$ cat config.mk
export PLATFORM = sky130hd
export DESIGN_NAME = l1d_linefill_rsp_ctrl
export DESIGN_NICKNAME = d
export VERILOG_FILES = /design/src/rtl/l1d_linefill_rsp_ctrl_pkg.sv /design/src/rtl/l1d_linefill_buf.sv /design/src/rtl/l1d_linefill_rsp_ctrl.sv
export SDC_FILE = /design/constraint.sdc
export NUM_CORES = 1
export LEC_CHECK = 0
export BUFFER_PORTS_ARGS = -buffer_cell sky130_fd_sc_hd__buf_2
export CORE_ASPECT_RATIO = 0.9
export CORE_MARGIN = 2
export CORE_UTILIZATION = 32
export CTS_BUF_LIST = sky130_fd_sc_hd__clkbuf_16
export DETAILED_ROUTE_END_ITERATION = 8
export PLACE_DENSITY_LB_ADDON = 0.12
export REMOVE_ABC_BUFFERS = 1
export SLEW_MARGIN = 5
export SYNTH_ARGS = -nofsm -noshare
export SYNTH_HDL_FRONTEND = slang
export SYNTH_SLANG_ARGS = --single-unit
$ cat constraint.sdc
create_clock -name clk -period 2.65 [get_ports clk]
set_clock_uncertainty 0.05 [all_clocks]
set_input_delay 0.1325 -clock clk [delete_from_list [all_inputs] [get_ports clk]]
set_output_delay 0.1325 -clock clk [all_outputs]
set_load 0.02 [all_outputs]
$ cat src/rtl/l1d_linefill_rsp_ctrl_pkg.sv
// ============================================================================
// l1d_package : shared L1D linefill constants, transfer structs and FSM state
// Rev 1.0
// ============================================================================
`default_nettype none

package l1d_package;

  localparam int L1D_MSHR_ENTRY_NUM = 8;
  localparam int L1D_LINE_BEATS     = 4;
  localparam int L1D_BEAT_WIDTH     = 128;
  localparam int L1D_MSHR_ID_W      = $clog2(L1D_MSHR_ENTRY_NUM);
  localparam int L1D_LINE_WIDTH     = L1D_LINE_BEATS * L1D_BEAT_WIDTH;

  typedef struct packed {
    logic [L1D_MSHR_ID_W-1:0]  id;
    logic [L1D_BEAT_WIDTH-1:0] data;
    logic                      last;
  } pack_l1d_linefill_rsp;

  typedef struct packed {
    logic [L1D_MSHR_ID_W-1:0]  id;
    logic [L1D_LINE_WIDTH-1:0] data;
  } pack_l1d_dat_ram_wr;

  typedef enum logic [0:0] {
    LF_COLLECT = 1'b0,
    LF_WRITE   = 1'b1
  } l1d_lf_state_e;

endpackage

`default_nettype wire

$ cat src/rtl/l1d_linefill_buf.sv
// ============================================================================
// l1d_linefill_buf : beat-indexed single-line register, flat line output
// Rev 1.0
// ============================================================================
`default_nettype none

module l1d_linefill_buf #(
  parameter int BEATS  = 4,
  parameter int BEAT_W = 128
) (
  input  logic                       clk,
  input  logic                       rst_n,
  input  logic                       wr_en_i,
  input  logic [$clog2(BEATS)-1:0]   wr_slot_i,
  input  logic [BEAT_W-1:0]          wr_data_i,
  output logic [BEATS*BEAT_W-1:0]    line_o
);

  logic [BEATS-1:0][BEAT_W-1:0] slot_q;

  always_ff @(posedge clk or negedge rst_n) begin
    if (!rst_n) begin
      slot_q <= '0;
    end else if (wr_en_i) begin
      slot_q[wr_slot_i] <= wr_data_i;
    end
  end

  // Slot 0 lands in the LSBs of the flat line.
  assign line_o = slot_q;

endmodule

`default_nettype wire

$ cat src/rtl/l1d_linefill_rsp_ctrl.sv
// ============================================================================
// l1d_linefill_rsp_ctrl : assembles multi-beat linefill responses and writes
// full lines to the L1D data RAM, then pulses the owning MSHR entry.  Rev 1.0
// ============================================================================
`default_nettype none

module l1d_linefill_rsp_ctrl #(
  parameter  int L1D_MSHR_ENTRY_NUM = l1d_package::L1D_MSHR_ENTRY_NUM,
  parameter  int L1D_LINE_BEATS     = l1d_package::L1D_LINE_BEATS,
  parameter  int L1D_BEAT_WIDTH     = l1d_package::L1D_BEAT_WIDTH,
  localparam int ID_W               = $clog2(L1D_MSHR_ENTRY_NUM)
) (
  input  logic                                     clk,
  input  logic                                     rst_n,
  input  logic                                     rsp_vld,
  output logic                                     rsp_rdy,
  input  logic [ID_W-1:0]                          rsp_id,
  input  logic [L1D_BEAT_WIDTH-1:0]                rsp_data,
  input  logic                                     rsp_last,
  output logic                                     dat_ram_wr_vld,
  input  logic                                     dat_ram_wr_rdy,
  output logic [ID_W-1:0]                          dat_ram_wr_id,
  output logic [L1D_LINE_BEATS*L1D_BEAT_WIDTH-1:0] dat_ram_wr_data,
  output logic [L1D_MSHR_ENTRY_NUM-1:0]            linefill_done_en,
  output logic                                     proto_err
);

  import l1d_package::*;

  localparam int               CNT_W     = $clog2(L1D_LINE_BEATS);
  localparam logic [CNT_W-1:0] LAST_BEAT = CNT_W'(L1D_LINE_BEATS - 1);

  l1d_lf_state_e                 state_q, state_d;
  logic [CNT_W-1:0]              beat_cnt_q, beat_cnt_d;
  logic [ID_W-1:0]               cur_id_q, cur_id_d;
  logic [L1D_MSHR_ENTRY_NUM-1:0] done_q, done_d;
  logic                          proto_err_q, proto_err_d;

  logic beat_acc;
  logic last_slot;
  logic beat_err;

  assign rsp_rdy        = (state_q == LF_COLLECT);
  assign dat_ram_wr_vld = (state_q == LF_WRITE);
  assign beat_acc       = rsp_vld & rsp_rdy;
  assign last_slot      = (beat_cnt_q == LAST_BEAT);

  // rsp_last is advisory: it must agree with the count, but only the count ends a line.
  assign beat_err = (rsp_last != last_slot) |
                    ((beat_cnt_q != '0) & (rsp_id != cur_id_q));

  always_comb begin
    state_d     = state_q;
    beat_cnt_d  = beat_cnt_q;
    cur_id_d    = cur_id_q;
    done_d      = '0;
    proto_err_d = proto_err_q;
    case (state_q)
      LF_COLLECT: begin
        if (beat_acc) begin
          beat_cnt_d = beat_cnt_q + 1'b1;
          if (beat_cnt_q == '0) begin
            cur_id_d = rsp_id;
          end
          if (beat_err) begin
            proto_err_d = 1'b1;
          end
          if (last_slot) begin
            state_d = LF_WRITE;
          end
        end
      end
      LF_WRITE: begin
        if (dat_ram_wr_rdy) begin
          state_d          = LF_COLLECT;
          done_d[cur_id_q] = 1'b1;
        end
      end
      default: begin
        state_d = LF_COLLECT;
      end
    endcase
  end

  always_ff @(posedge clk or negedge rst_n) begin
    if (!rst_n) begin
      state_q     <= LF_COLLECT;
      beat_cnt_q  <= '0;
      cur_id_q    <= '0;
      done_q      <= '0;
      proto_err_q <= 1'b0;
    end else begin
      state_q     <= state_d;
      beat_cnt_q  <= beat_cnt_d;
      cur_id_q    <= cur_id_d;
      done_q      <= done_d;
      proto_err_q <= proto_err_d;
    end
  end

  l1d_linefill_buf #(
    .BEATS  (L1D_LINE_BEATS),
    .BEAT_W (L1D_BEAT_WIDTH)
  ) u_buf (
    .clk       (clk),
    .rst_n     (rst_n),
    .wr_en_i   (beat_acc),
    .wr_slot_i (beat_cnt_q),
    .wr_data_i (rsp_data),
    .line_o    (dat_ram_wr_data)
  );

  assign dat_ram_wr_id    = cur_id_q;
  assign linefill_done_en = done_q;
  assign proto_err        = proto_err_q;

endmodule

`default_nettype wire

==> flow_summary.json <==
{
  "status": "completed",
  "htreeDepth": 2,
  "critPathSlowestCell": "dfrtp_1",
  "antenna_left": 0,
  "area_growth_pct": 36.6,
  "cp.buffers_inverters": 2,
  "post_cts_resize_count": 0,
  "fillers": 5862,
  "grt_max_degree": 70,
  "pre_cts_ws_ps": 674,
  "holdCritPathClass": "primary input to asynchronous set/reset pin",
  "worstMarginPinSlew_ps": 820,
  "cp_top_family": "flip-flops",
  "ir_drop_uv": 633,
  "final_nets": 2116,
  "worstPathArrival_ps": 2350,
  "critPathLaunchType": "flop",
  "cts_tree": "built",
  "rsz0062_at_grt": "false",
  "clk_latency_ps": 590,
  "wirelength_um": 60500,
  "crit_chain": "inv_1, ha_1, nand2_8, buf_12, mux2_2",
  "fin_ws_ps": 722,
  "path_clk_slew_ps": 60,
  "muxShareOfSynthArea": 0.317,
  "drv_cap": 0,
  "hold_violations": 0,
  "synth_area_per_cell_sq_um": 18.1,
  "ys_seq_elements": 527,
  "post-cts-setup-buffer-count": 0,
  "synthCells": 1135,
  "track_usage": 0.179,
  "synth.distinct_cells": 21,
  "synth-adder-area-share": 0.00244,
  "met2_usage": 0.300,
  "io_pins": 662,
  "top_usage_layer": "met2",
  "diodes": 0,
  "cts-root-buf": "clkbuf_16",
  "antenna_found_initial": 0,
  "die_x_um": 271,
  "finalInstanceArea_sq_um": 28100,
  "power.density_nw_per_um2": 1430,
  "finalMaxSlewViolations": 0,
  "p_leak_nw": 14.1,
  "portBuffers": 661,
  "drt_iter0_drc": 443,
  "crit_start": "beat_cnt_q[1]",
  "dr_total_vias": 12800,
  "worstReg2RegStart": "beat_cnt_q[1]",
  "yosys.area_share.xor_xnor": 0.00213,
  "met3_usage": 0.0508,
  "syn_area_sq_um": 20500,
  "synth_top_family_by_area": "multiplexers",
  "wl_per_cell_um": 21.1,
  "fmax_mhz": 519,
  "yosys_warnings": 0,
  "core_sq_um": 63800,
  "numCtsBuffers": 58,
  "grtUsageMet1": 0.222,
  "finalSetupViolCount": 0,
  "cp-end-kind": "flop",
  "die_area_sq_um": 66200,
  "vias_per_cell": 4.44,
  "min_period_ps": 1930,
  "hpwlAfterDp_um": 43300,
  "fp.dieH_um": 244,
  "cp_max_fo": 43,
  "firstDrtPassIters": 4,
  "slowest_delay_ps": 380,
  "min_period_over_period": 0.728,
  "power.total_mw": 40.2,
  "synth_compound_area_frac": 0.000914,
  "ys_seq_area_frac": 0.642,
  "gp_congestion": 0.786,
  "grt_pass1_wl_um": 90700,
  "required_ps": 3080,
  "dpl_cell_area_sq_um": 24900,
  "cts_buffer_depth": 3,
  "maxSlewHeadroom": 0.453,
  "overflow": 0,
  "drive_gt1_frac": 0.590,
  "worst-setup-path-type": "flop to flop",
  "synthSimpleGateAreaFrac": 0.00506,
  "drc": 0,
  "grt_pass1_vias": 13600,
  "row_count": 88,
  "clock_sinks": 527,
  "start_util": 0.322
}
[layout by cell type, fill, tap and decap left out, types with 3 or more instances in the layout]
master,instances
clkinv_2,6
mux2_1,106
dfrtp_1,527
bufinv_16,3
buf_2,660
dlygate4sd3_1,134
xnor2_1,5
nand2_8,3
mux2_2,219
buf_4,23
clkbuf_16,61
nand2_1,3
buf_12,20
clkinv_1,10
mux2_4,190
inv_1,23
ha_1,4
nor2_1,6
[synthesized netlist by cell type]
cell / instances / area (sq um)
o21ai_0: 2 / 10.0
inv_1: 3 / 11.3
nor3_1: 2 / 10.0
buf_4: 2 / 15.0
nand4_1: 1 / 6.26
a31o_2: 1 / 8.76
nor2_1: 6 / 22.5
nand3_1: 1 / 5.00
buf_6: 50 / 563
mux2_1: 106 / 1190
buf_2: 5 / 25.0
mux2_4: 190 / 2850
nand2_1: 4 / 15.0
nand3b_1: 1 / 7.51
nor2b_1: 1 / 6.26
mux2_2: 219 / 2470
xnor2_1: 5 / 43.8
dfrtp_1: 527 / 13200
nand2b_1: 2 / 12.5
ha_1: 4 / 50.1
nand2_2: 3 / 18.8
[worst paths after layout]
path	end	slack (ps)	cells after the start
worst max register to register	u_buf.line_o[211]	720	5
worst min-delay path	u_buf.line_o[344]	7	2
max in group asynchronous	u_buf.line_o[76]	1580	4
worst min register to register	proto_err	430	1
min in group clk	beat_cnt_q[0]	90	4
worst max-delay path	u_buf.line_o[211]	720	5
[area by class of cell]
cell class / count / area, sq um / area share
clock inverters: 41 / 249 / 0.00888
flip-flops and latches: 527 / 13200 / 0.470
multi-input cells: 548 / 6780 / 0.242
repair buffers: 838 / 5230 / 0.187
clock buffers: 61 / 1530 / 0.0544
well taps: 855 / 1070 / 0.0381
inverters: 3 / 11.3 / 0.000401
[cells by family after synthesis]
logic type                 count (synthesis)
DFF                                      527
xor gates and xnor gates                   5
muxes                                    515
and+or+nand+nor                           21
adders and majority gates                  4
AOI/OAI and AO/OA                          3
buffers and inverters                     60
[layer usage]
metal | up-vias | share of wire | wire (um)
met4 | 0 | 0.030 | 1810
met1 | 6565 | 0.41 | 24900
met2 | 393 | 0.49 | 29800
met5 | - | 0 | 0
li1 | 5691 | - | -
met3 | 104 | 0.065 | 3960
[report_power, final]
group | total (mW) | internal, mW | leakage [nW] | switching (mW)
clock | 7.59 | 4.38 | 0.944 | 3.20
combinational | 18.3 | 7.91 | 6.84 | 10.4
sequential | 14.3 | 12.2 | 6.27 | 2.13
[sequential cells by signal, indices dropped and copies added (netlist names)]
register / flops
linefill_done_en: 8
proto_err: 1
dat_ram_wr_id: 3
beat_cnt_q: 2
dat_ram_wr_vld: 1
u_buf.line_o: 512
[metrics by stage]
stage / std cells / hold slack (ps) / setup TNS, ps / utilization
detailed placement: 2637 / 137 / 0 / 0.391
global placement: 2637 / 138 / 0 / 0.391
CTS: 2873 / 52.7 / 0 / 0.440
finish: 2873 / 7.22 / 0 / 0.440
global route: 2873 / 39.4 / 0 / 0.440
floorplan: 1078 / -213 / -642280 / -
[timing repair]
| item | CTS | global route |
|---|---|---|
| hold endpoints to repair | 735 | 0 |
| setup endpoints to repair | 0 | 0 |
| hold buffers | 134 | 0 |
(Power assumes the default switching activity.)
